**src/rtl/ksa_pipe.sv**
```systemverilog
`default_nettype none
// ============================================================================
//  Module      : ksa_pipe
//  Description : Parametrised pipelined Kogge-Stone adder/subtractor with
//                carry-in, subtract mode, signed-overflow flag and
//                valid/ready flow control. An input register is followed by
//                ceil(log2(WIDTH)) prefix levels, with a register after every
//                PIPE_STRIDE levels, then the sum/output register.
//  Revision    : 1.0 - initial release
// ============================================================================
module ksa_pipe #(
  parameter int WIDTH       = 48,
  parameter int PIPE_STRIDE = 2
) (
  input  logic             clk,
  input  logic             rst_n,
  input  logic             in_valid,
  output logic             in_ready,
  input  logic [WIDTH-1:0] in_a,
  input  logic [WIDTH-1:0] in_b,
  input  logic             in_cin,
  input  logic             in_sub,
  output logic             out_valid,
  input  logic             out_ready,
  output logic [WIDTH:0]   out_sum,
  output logic             out_ovf
);

  localparam int LEVELS  = $clog2(WIDTH);
  localparam int LATENCY = 2 + (LEVELS - 1) / PIPE_STRIDE;

  logic             w_stall;
  logic [WIDTH-1:0] w_beff, w_pin, w_gin;
  logic             w_cin0;
  logic [WIDTH-1:0] r_g0, r_p0;
  logic             r_c0;
  // One valid bit per register stage ahead of the output register.
  logic [LATENCY-2:0] r_vld;
  logic             r_out_valid;
  logic [WIDTH:0]   r_out_sum;
  logic             r_out_ovf;
  logic [WIDTH-1:0] w_gf, w_p0f, w_carry, w_sum;
  logic             w_c0f;
  logic             w_unused_pf;

  // The whole pipeline advances as one: any output stall freezes every stage.
  assign w_stall   = r_out_valid & ~out_ready;
  assign in_ready  = rst_n & ~w_stall;
  assign out_valid = r_out_valid;
  assign out_sum   = r_out_sum;
  assign out_ovf   = r_out_ovf;

  // Operand conditioning: subtraction is A + ~B + 1, carry-in folded into G[0].
  always_comb begin
    w_beff   = in_sub ? ~in_b : in_b;
    w_cin0   = in_sub | in_cin;
    w_pin    = in_a ^ w_beff;
    w_gin    = in_a & w_beff;
    w_gin[0] = w_gin[0] | (w_pin[0] & w_cin0);
  end

  // Valid bits shift with the data; a non-valid input inserts a bubble.
  always_ff @(posedge clk or negedge rst_n) begin
    if (!rst_n) begin
      r_vld <= '0;
    end else if (!w_stall) begin
      r_vld[0] <= in_valid;
      for (int j = 1; j < LATENCY - 1; j++) begin
        r_vld[j] <= r_vld[j-1];
      end
    end
  end

  // Input data register; contents are qualified by r_vld so no reset needed.
  always_ff @(posedge clk) begin
    if (!w_stall) begin
      r_g0 <= w_gin;
      r_p0 <= w_pin;
      r_c0 <= w_cin0;
    end
  end

  for (genvar k = 1; k <= LEVELS; k++) begin : g_level
    localparam int D = 1 << (k - 1);
    logic [WIDTH-1:0] w_gi, w_pi, w_p0i, w_gn, w_pn, w_go, w_po, w_p0o;
    logic             w_c0i, w_c0o;

    if (k == 1) begin : g_from_input
      assign w_gi  = r_g0;
      assign w_pi  = r_p0;
      assign w_p0i = r_p0;
      assign w_c0i = r_c0;
    end else begin : g_from_prev
      assign w_gi  = g_level[k-1].w_go;
      assign w_pi  = g_level[k-1].w_po;
      assign w_p0i = g_level[k-1].w_p0o;
      assign w_c0i = g_level[k-1].w_c0o;
    end

    for (genvar i = 0; i < WIDTH; i++) begin : g_bit
      if (i >= D) begin : g_merge
        assign w_gn[i] = w_gi[i] | (w_pi[i] & w_gi[i-D]);
        assign w_pn[i] = w_pi[i] & w_pi[i-D];
      end else begin : g_pass
        assign w_gn[i] = w_gi[i];
        assign w_pn[i] = w_pi[i];
      end
    end

    if (((k % PIPE_STRIDE) == 0) && (k < LEVELS)) begin : g_reg
      logic [WIDTH-1:0] r_g, r_p, r_p0s;
      logic             r_c0s;
      // Mid-prefix pipeline register, frozen together with the rest on stall.
      always_ff @(posedge clk) begin
        if (!w_stall) begin
          r_g   <= w_gn;
          r_p   <= w_pn;
          r_p0s <= w_p0i;
          r_c0s <= w_c0i;
        end
      end
      assign w_go  = r_g;
      assign w_po  = r_p;
      assign w_p0o = r_p0s;
      assign w_c0o = r_c0s;
    end else begin : g_wire
      assign w_go  = w_gn;
      assign w_po  = w_pn;
      assign w_p0o = w_p0i;
      assign w_c0o = w_c0i;
    end
  end

  // Group propagate after the last level has no consumer.
  assign w_unused_pf = ^g_level[LEVELS].w_po;

  // Final carries: G after the last level is the carry out of each bit.
  always_comb begin
    w_gf    = g_level[LEVELS].w_go;
    w_p0f   = g_level[LEVELS].w_p0o;
    w_c0f   = g_level[LEVELS].w_c0o;
    w_carry = {w_gf[WIDTH-2:0], w_c0f};
    w_sum   = w_p0f ^ w_carry;
  end

  // Output register: sum, carry-out and overflow; holds while stalled.
  always_ff @(posedge clk or negedge rst_n) begin
    if (!rst_n) begin
      r_out_valid <= 1'b0;
      r_out_sum   <= '0;
      r_out_ovf   <= 1'b0;
    end else if (!w_stall) begin
      r_out_valid <= r_vld[LATENCY-2];
      r_out_sum   <= {w_gf[WIDTH-1], w_sum};
      r_out_ovf   <= w_carry[WIDTH-1] ^ w_gf[WIDTH-1];
    end
  end

endmodule
`default_nettype wire

```
**config.mk**
```make
export PLATFORM = sky130hd
export DESIGN_NAME = ksa_pipe
export DESIGN_NICKNAME = d
export VERILOG_FILES = /design/src/rtl/ksa_pipe.sv
export SDC_FILE = /design/constraint.sdc
export NUM_CORES = 1
export LEC_CHECK = 0
export BUFFER_PORTS_ARGS = -buffer_cell sky130_fd_sc_hd__buf_2
export CAP_MARGIN = 25
export CELL_PAD_IN_SITES_DETAIL_PLACEMENT = 2
export CELL_PAD_IN_SITES_GLOBAL_PLACEMENT = 2
export CORE_MARGIN = 5
export CORE_UTILIZATION = 23
export CTS_BUF_LIST = sky130_fd_sc_hd__clkbuf_8
export CTS_CLUSTER_DIAMETER = 40
export CTS_CLUSTER_SIZE = 10
export DETAILED_ROUTE_END_ITERATION = 12
export PLACE_DENSITY = 0.48
export SLEW_MARGIN = 25
export SYNTH_ARGS = -nofsm -noshare
export SYNTH_HDL_FRONTEND = slang
export SYNTH_SLANG_ARGS = --single-unit
```
**constraint.sdc**
```tcl
create_clock -name clk -period 14.3 [get_ports clk]
set_clock_uncertainty 0.05 [all_clocks]
set_input_delay 2.86 -clock clk [delete_from_list [all_inputs] [get_ports clk]]
set_output_delay 2.86 -clock clk [all_outputs]
set_load 0.02 [all_outputs]
```
Word level (Yosys, flattened, before mapping)

Index checks and enable logic that the tools add are counted.

Register bits after elaboration: 441
Input bits: 102
Output and inout port bits: 52

Muxes and demuxes: 1
Bitwise gates (word level): 655

Operators with widths:

| operator           | number |
|---|---|
| 1-bit AND          | 421 |
| 1-bit OR           | 227 |
| 48-bit bitwise XOR | 2 |
| 48-bit AND         | 1 |
| 48-bit two-way mux | 1 |
| 48-bit NOT         | 1 |
| 1-bit NOT          | 2 |
| 1-bit bitwise XOR  | 1 |

Logic depth before layout (Yosys ltp)

Depth after elaboration: 5
Gate-level depth with buffers: 5
Gate-level depth less buffers: 4

Worst setup path before layout

OpenSTA, ideal clock, no wires.

Path type: input-to-reg
From: input port out_ready
To: register r_c0 (netlist: g_level[1].w_c0i) (enable)
Arrival time: 7237 ps
Data required time: 13679 ps
Slack: 6442 ps
Stages on the path: 3
Path buffers: 1
Path through: nor2b_4 > inv_2 > buf_2

Longest elaborated chain between the ends: 2

Ends and longest elaborated chain:

| what                 | line | RTL |
|---|---|---|
| from (decl)          | 24   | `input logic out_ready,` |
| 1-bit NOT            | 47   | `assign w_stall = r_out_valid & ~out_ready;` |
| 1-bit AND            | 47   |  |
| to (signal assigned) | 79   | `r_c0 <= w_cin0;` |
| to (decl)            | 36   | `logic r_c0;` |

No other way between the ends.
A chain may end at the register's enable or synchronous reset.

Final worst setup path

From: input port out_ready
To: output port in_ready

Longest elaborated chain between the ends: 4

Ends and longest elaborated chain:

| what      | line | RTL |
|---|---|---|
| 1-bit NOT | 47   |  |
| 1-bit AND | 47   |  |
| 1-bit NOT | 48   | `assign in_ready = rst_n & ~w_stall;` |
| 1-bit AND | 48   |  |
| to (decl) | 18   | `output logic in_ready,` |

No other way between the ends.

==> results.md <==
Yosys:
- Yosys printed 0 warnings.
- Counting every net in the synthesized netlist gives 1239.
- The compound-gate portion of the synthesized area came to 0.08131.
- Of the total synthesized cell area, the portion taken by AND, OR, NAND and NOR gates is 0.06211.
- Yosys attributes the largest share of cell area to sky130_fd_sc_hd__edfxtp_1 68%, sky130_fd_sc_hd__dfrtp_1 8.3%, sky130_fd_sc_hd__ha_1 3.7%.
- Sorting the synthesized cells by how often they occur yields 367 x sky130_fd_sc_hd__edfxtp_1, 137 x sky130_fd_sc_hd__nand2_1, 108 x sky130_fd_sc_hd__a21oi_1.
- In this run, synthesis inferred 367 flip-flops with an integrated enable.
- The count of different cell masters after synthesis is 28.
- The main combinational cell family by area after synthesis is compound AO/OA/AOI/OAI gates.
- Of the total synthesized cell area, the portion taken by XOR and XNOR cells is 0.05213.
- The biggest area contributor in the post-synthesis netlist is sky130_fd_sc_hd__edfxtp_1.
- The per-instance average area after synthesis is 14.96 sq um.
- The cell area that synthesis handed to floorplanning was 0.01630 sq mm.
- For this run, asynchronously set or reset flops after synthesis account for 0.1283.
- The sequential fraction of the synthesis area is 0.7592.
- After synthesis the netlist holds a flip-flop and latch count of 421.
- Of the total synthesized cell area, the portion taken by full adders, half adders and majority gates is 0.03685.
- The dominant synthesized flop cell is sky130_fd_sc_hd__edfxtp_1.
- The top cell type's share of synthesized area is 0.6762.
- Yosys instantiated no cell more often than sky130_fd_sc_hd__edfxtp_1.
- The portion of synthesized area spent on multiplexers is 0.
- The cell count after synthesis came out at 1089.

Cells and area:
- Summing all multi-input logic gate instances after layout gives 0.003787 sq mm.
- The area of all sequential standard cells is 0.01237 sq mm.
- The synthesis-to-finish area growth is 22.93%.
- The layout filler cell count is 7489.
- The final core area utilization is 0.2856.
- Of the cells placed in the final design, the portion with a size suffix greater than 1 is 0.2119.
- In the final design database the tool counted 1464 nets.

GRT:
- The overflow left after global routing is 0.
- The largest net degree at the start of global routing is 127.
- In the global route stage, overall resource usage came out at 0.1156.
- The via count of the first global-routing pass is 10.59k.
- The initial antenna violation count is 3.
- The first global-routing pass estimated 67.21 mm of wire.

Worst setup path:
- The category of the most critical setup path is input pin to output port.
- The cell with the most instances on the worst path is sky130_fd_sc_hd__buf_2.
- Across all register-to-register paths, the minimum setup slack is 10.45 ns.
- The cell type of the slowest stage on the worst timing path is sky130_fd_sc_hd__buf_4.
- The worst path required time is 11.39 ns.
- The data arrival time of the worst path is 4.63 ns.
- The signal on the critical path passes through buf_2, nor2b_4, buf_4, inv_8, and2_1, buf_2.
- The largest single stage delay on the critical path is 0.59 ns.
- The category of the worst setup path launch point is an input pin.
- The highest net fanout along the worst path is 126.
- The capturing element type of the critical path is an output port.

Die:
- The count of pins on the block boundary is 154.
- Measured along the y axis, the die boundary spans 276.2 microns.
- The placeable core region is 0.07015 sq mm.
- The die outline width is 276.2 microns.
- The starting utilization of the core area is 0.2323.
- The initialized floorplan defines 97 standard-cell rows.
- The area of the die is 0.07628 sq mm.

Job:
- Max-cap violations in this run came to 0.

Place:
- Detailed placement finished with a half-perimeter wire length of 33.24 mm.
- The congestion estimate from routability-driven global placement came to 0.7241.
- The number of buffers added on ports is 153.

Clock tree:
- The worst-case clock buffer depth is 3.
- The root buffer cell chosen for the clock tree is sky130_fd_sc_hd__clkbuf_8.
- The buffers inserted during post-CTS setup optimization is 0.
- The post-CTS clock slew at the launch and capture registers of the worst setup and hold paths is 0.07 ns.
- The insertion delay of the later-clocked pin in the worst-skew pair is 0.63 ns.
- The count of hold buffers inserted by post-cts repair is 0.
- The CTS buffer count is 80.
- The tree built by TritonCTS fans out to 421 sinks.
- The TritonCTS clock tree is yes.
- After clock tree synthesis, the repair step resized 0 gates.
- CTS built an H-tree with a depth of 3.

Route:
- The detailed-route wire length per cell is 19.23 microns.
- Using the TritonRoute via totals, the vias-per-cell ratio works out to 4.016.
- The routed design has 44.59 mm of wire.
- The number of nets still failing antenna checks after routing is 0.
- The total DRC errors in the routed layout is 0.
- The number of optimization iterations in the first detailed-route pass is 5.
- The final route contains 9312 vias.
- The violation count after the first detailed-routing iteration is 433.

Timing:
- The final number of setup-violating endpoints is 0.
- After routing, the total negative slack on setup checks comes to 0 ns.
- The final period demand of the worst path is 7.538 ns.
- For the pin with the worst max-slew slack, the measured transition is 1.035 ns.
- Setup repair after global routing left no endpoint under its margin.
- The maximum clock rate is 132.7 MHz.
- The final max-slew violation count is 0.
- The number of failing hold endpoints at the final stage is 0.
- The post-route clock period utilization is 0.5271.
- The tightest slew margin relative to the limit is 0.3098.

Power and ir drop:
- The static power due to leakage is 7.665 nW.
- For this design the ratio of total power to cell area is 227.1 mW/mm^2.
- The worst vdd rail ir drop is 0.07682 mV.

Outcome:
- The run finished with clean final reports.

Hold path:
- The worst hold path belongs to the class flip-flop to flip-flop.
[path summary, 6_finish.rpt]
check                                                start                    endpoint  depth (start not counted)
worst max-delay path                             out_ready                    in_ready                          6
worst max register to register                   out_valid        g_level[1].w_p0i[10]                          5
worst min register to register  g_level[2].g_reg.r_p0s[10]  g_level[4].g_reg.r_p0s[10]                          0
max in group asynchronous                            rst_n                 out_sum[28]                          2
min in group asynchronous                            rst_n                  out_sum[6]                          2
worst min-delay path            g_level[2].g_reg.r_p0s[10]  g_level[4].g_reg.r_p0s[10]                          0
[per-stage QoR]
stage          worst slack (ns)  hold slack (ns)  area [sq um]  cells  power (mW)
4_1_cts                   6.660           0.3631         20030   2318       4.662
3_3_place_gp              6.703           0.3509         18180   2172       3.243
3_5_place_dp              6.666           0.3552         18180   2172       3.271
2_1_floorplan             6.442           0.3503         16300   1089       2.760
5_1_grt                   6.585           0.3735         20030   2319       4.831
6_report                  6.762           0.3599         20030   2319       4.549
[area by class of cell]
| type | count | share of cell area |
|---|---|---|
| antenna | 1 | 0.0001249 |
| clock buffer | 81 | 0.05565 |
| clock inverter | 65 | 0.03635 |
| inverter | 6 | 0.001499 |
| multi-input combinational | 645 | 0.1891 |
| sequential | 421 | 0.6176 |
| tap | 940 | 0.05871 |
| timing repair buffer | 160 | 0.04103 |
[power by group]
| group | switching, mW | total (mW) | leakage [nW] | internal [mW] |
|---|---|---|---|---|
| Clock | 0.553 | 1.35 | 0.965 | 0.801 |
| Sequential | 0.315 | 2.26 | 4.44 | 1.94 |
| Combinational | 0.641 | 0.936 | 2.25 | 0.294 |
| Total | 1.51 | 4.55 | 7.66 | 3.04 |
[critical path: cells and delay by family]
| family | cells | cell delay (ns) |
|---|---|---|
| buf+inv | 4 | 1.28 |
| simple gates | 2 | 0.42 |
[layer usage]
layer,track usage,part of all wire,up-vias
met5,0,0,-
met3,0.02269,0.045,68
met4,0.03778,0.020,0
li1,-,-,4451
met1,0.1612,0.48,4596
met2,0.1822,0.46,197
[cells in the final DEF (no fill, tap or decap)]
master                         n
sky130_fd_sc_hd__clkinv_4      8
sky130_fd_sc_hd__xnor2_1      34
sky130_fd_sc_hd__inv_8         1
sky130_fd_sc_hd__o21ai_2       1
sky130_fd_sc_hd__nor2_1       94
sky130_fd_sc_hd__nor2b_4       1
sky130_fd_sc_hd__and2_1        1
sky130_fd_sc_hd__buf_4         6
sky130_fd_sc_hd__ha_1         48
sky130_fd_sc_hd__nand3_1      10
sky130_fd_sc_hd__edfxtp_1    367
sky130_fd_sc_hd__inv_1        16
sky130_fd_sc_hd__nand2b_1      6
sky130_fd_sc_hd__or2_1         1
sky130_fd_sc_hd__clkinvlp_4    5
sky130_fd_sc_hd__bufinv_16    14
sky130_fd_sc_hd__clkinv_1      8
sky130_fd_sc_hd__a21o_1       27
sky130_fd_sc_hd__inv_6         9
sky130_fd_sc_hd__clkbuf_8     81
sky130_fd_sc_hd__o21ai_0      71
sky130_fd_sc_hd__nand2_1     137
sky130_fd_sc_hd__o21ai_1      31
sky130_fd_sc_hd__a21oi_2       1
sky130_fd_sc_hd__a21oi_1     108
sky130_fd_sc_hd__xor2_1       63
sky130_fd_sc_hd__buf_6         1
sky130_fd_sc_hd__nor2b_1       5
sky130_fd_sc_hd__clkinv_2     10
sky130_fd_sc_hd__buf_2       153
sky130_fd_sc_hd__o21bai_1      5
sky130_fd_sc_hd__dfrtp_1      54
sky130_fd_sc_hd__diode_2       1
sky130_fd_sc_hd__a21oi_4       1
[logic make-up (layout without fill, tap and decap cells)]
logic type,Yosys count,count (layout)
adders and majority gates,48,48
xor gates and xnor gates,97,97
AOI/OAI and AO/OA,245,245
and+or+nand+nor,255,255
buffers and inverters,23,312
other,0,1
DFF,421,421
[sequential cells by signal (all words and copies together) (netlist names)]
| signal | count |
|---|---|
| g_level.g_reg.r_p0s | 94 |
| g_level.w_c0i | 1 |
| out_sum | 49 |
| r_vld | 3 |
| g_level.g_reg.r_c0s | 2 |
| g_level.w_gi | 48 |
| g_level.g_reg.r_p | 78 |
| out_ovf | 1 |
| g_level.w_p0i | 48 |
| out_valid | 1 |
| g_level.g_reg.r_g | 96 |
Note: power is estimated with default switching activity, not from simulation.
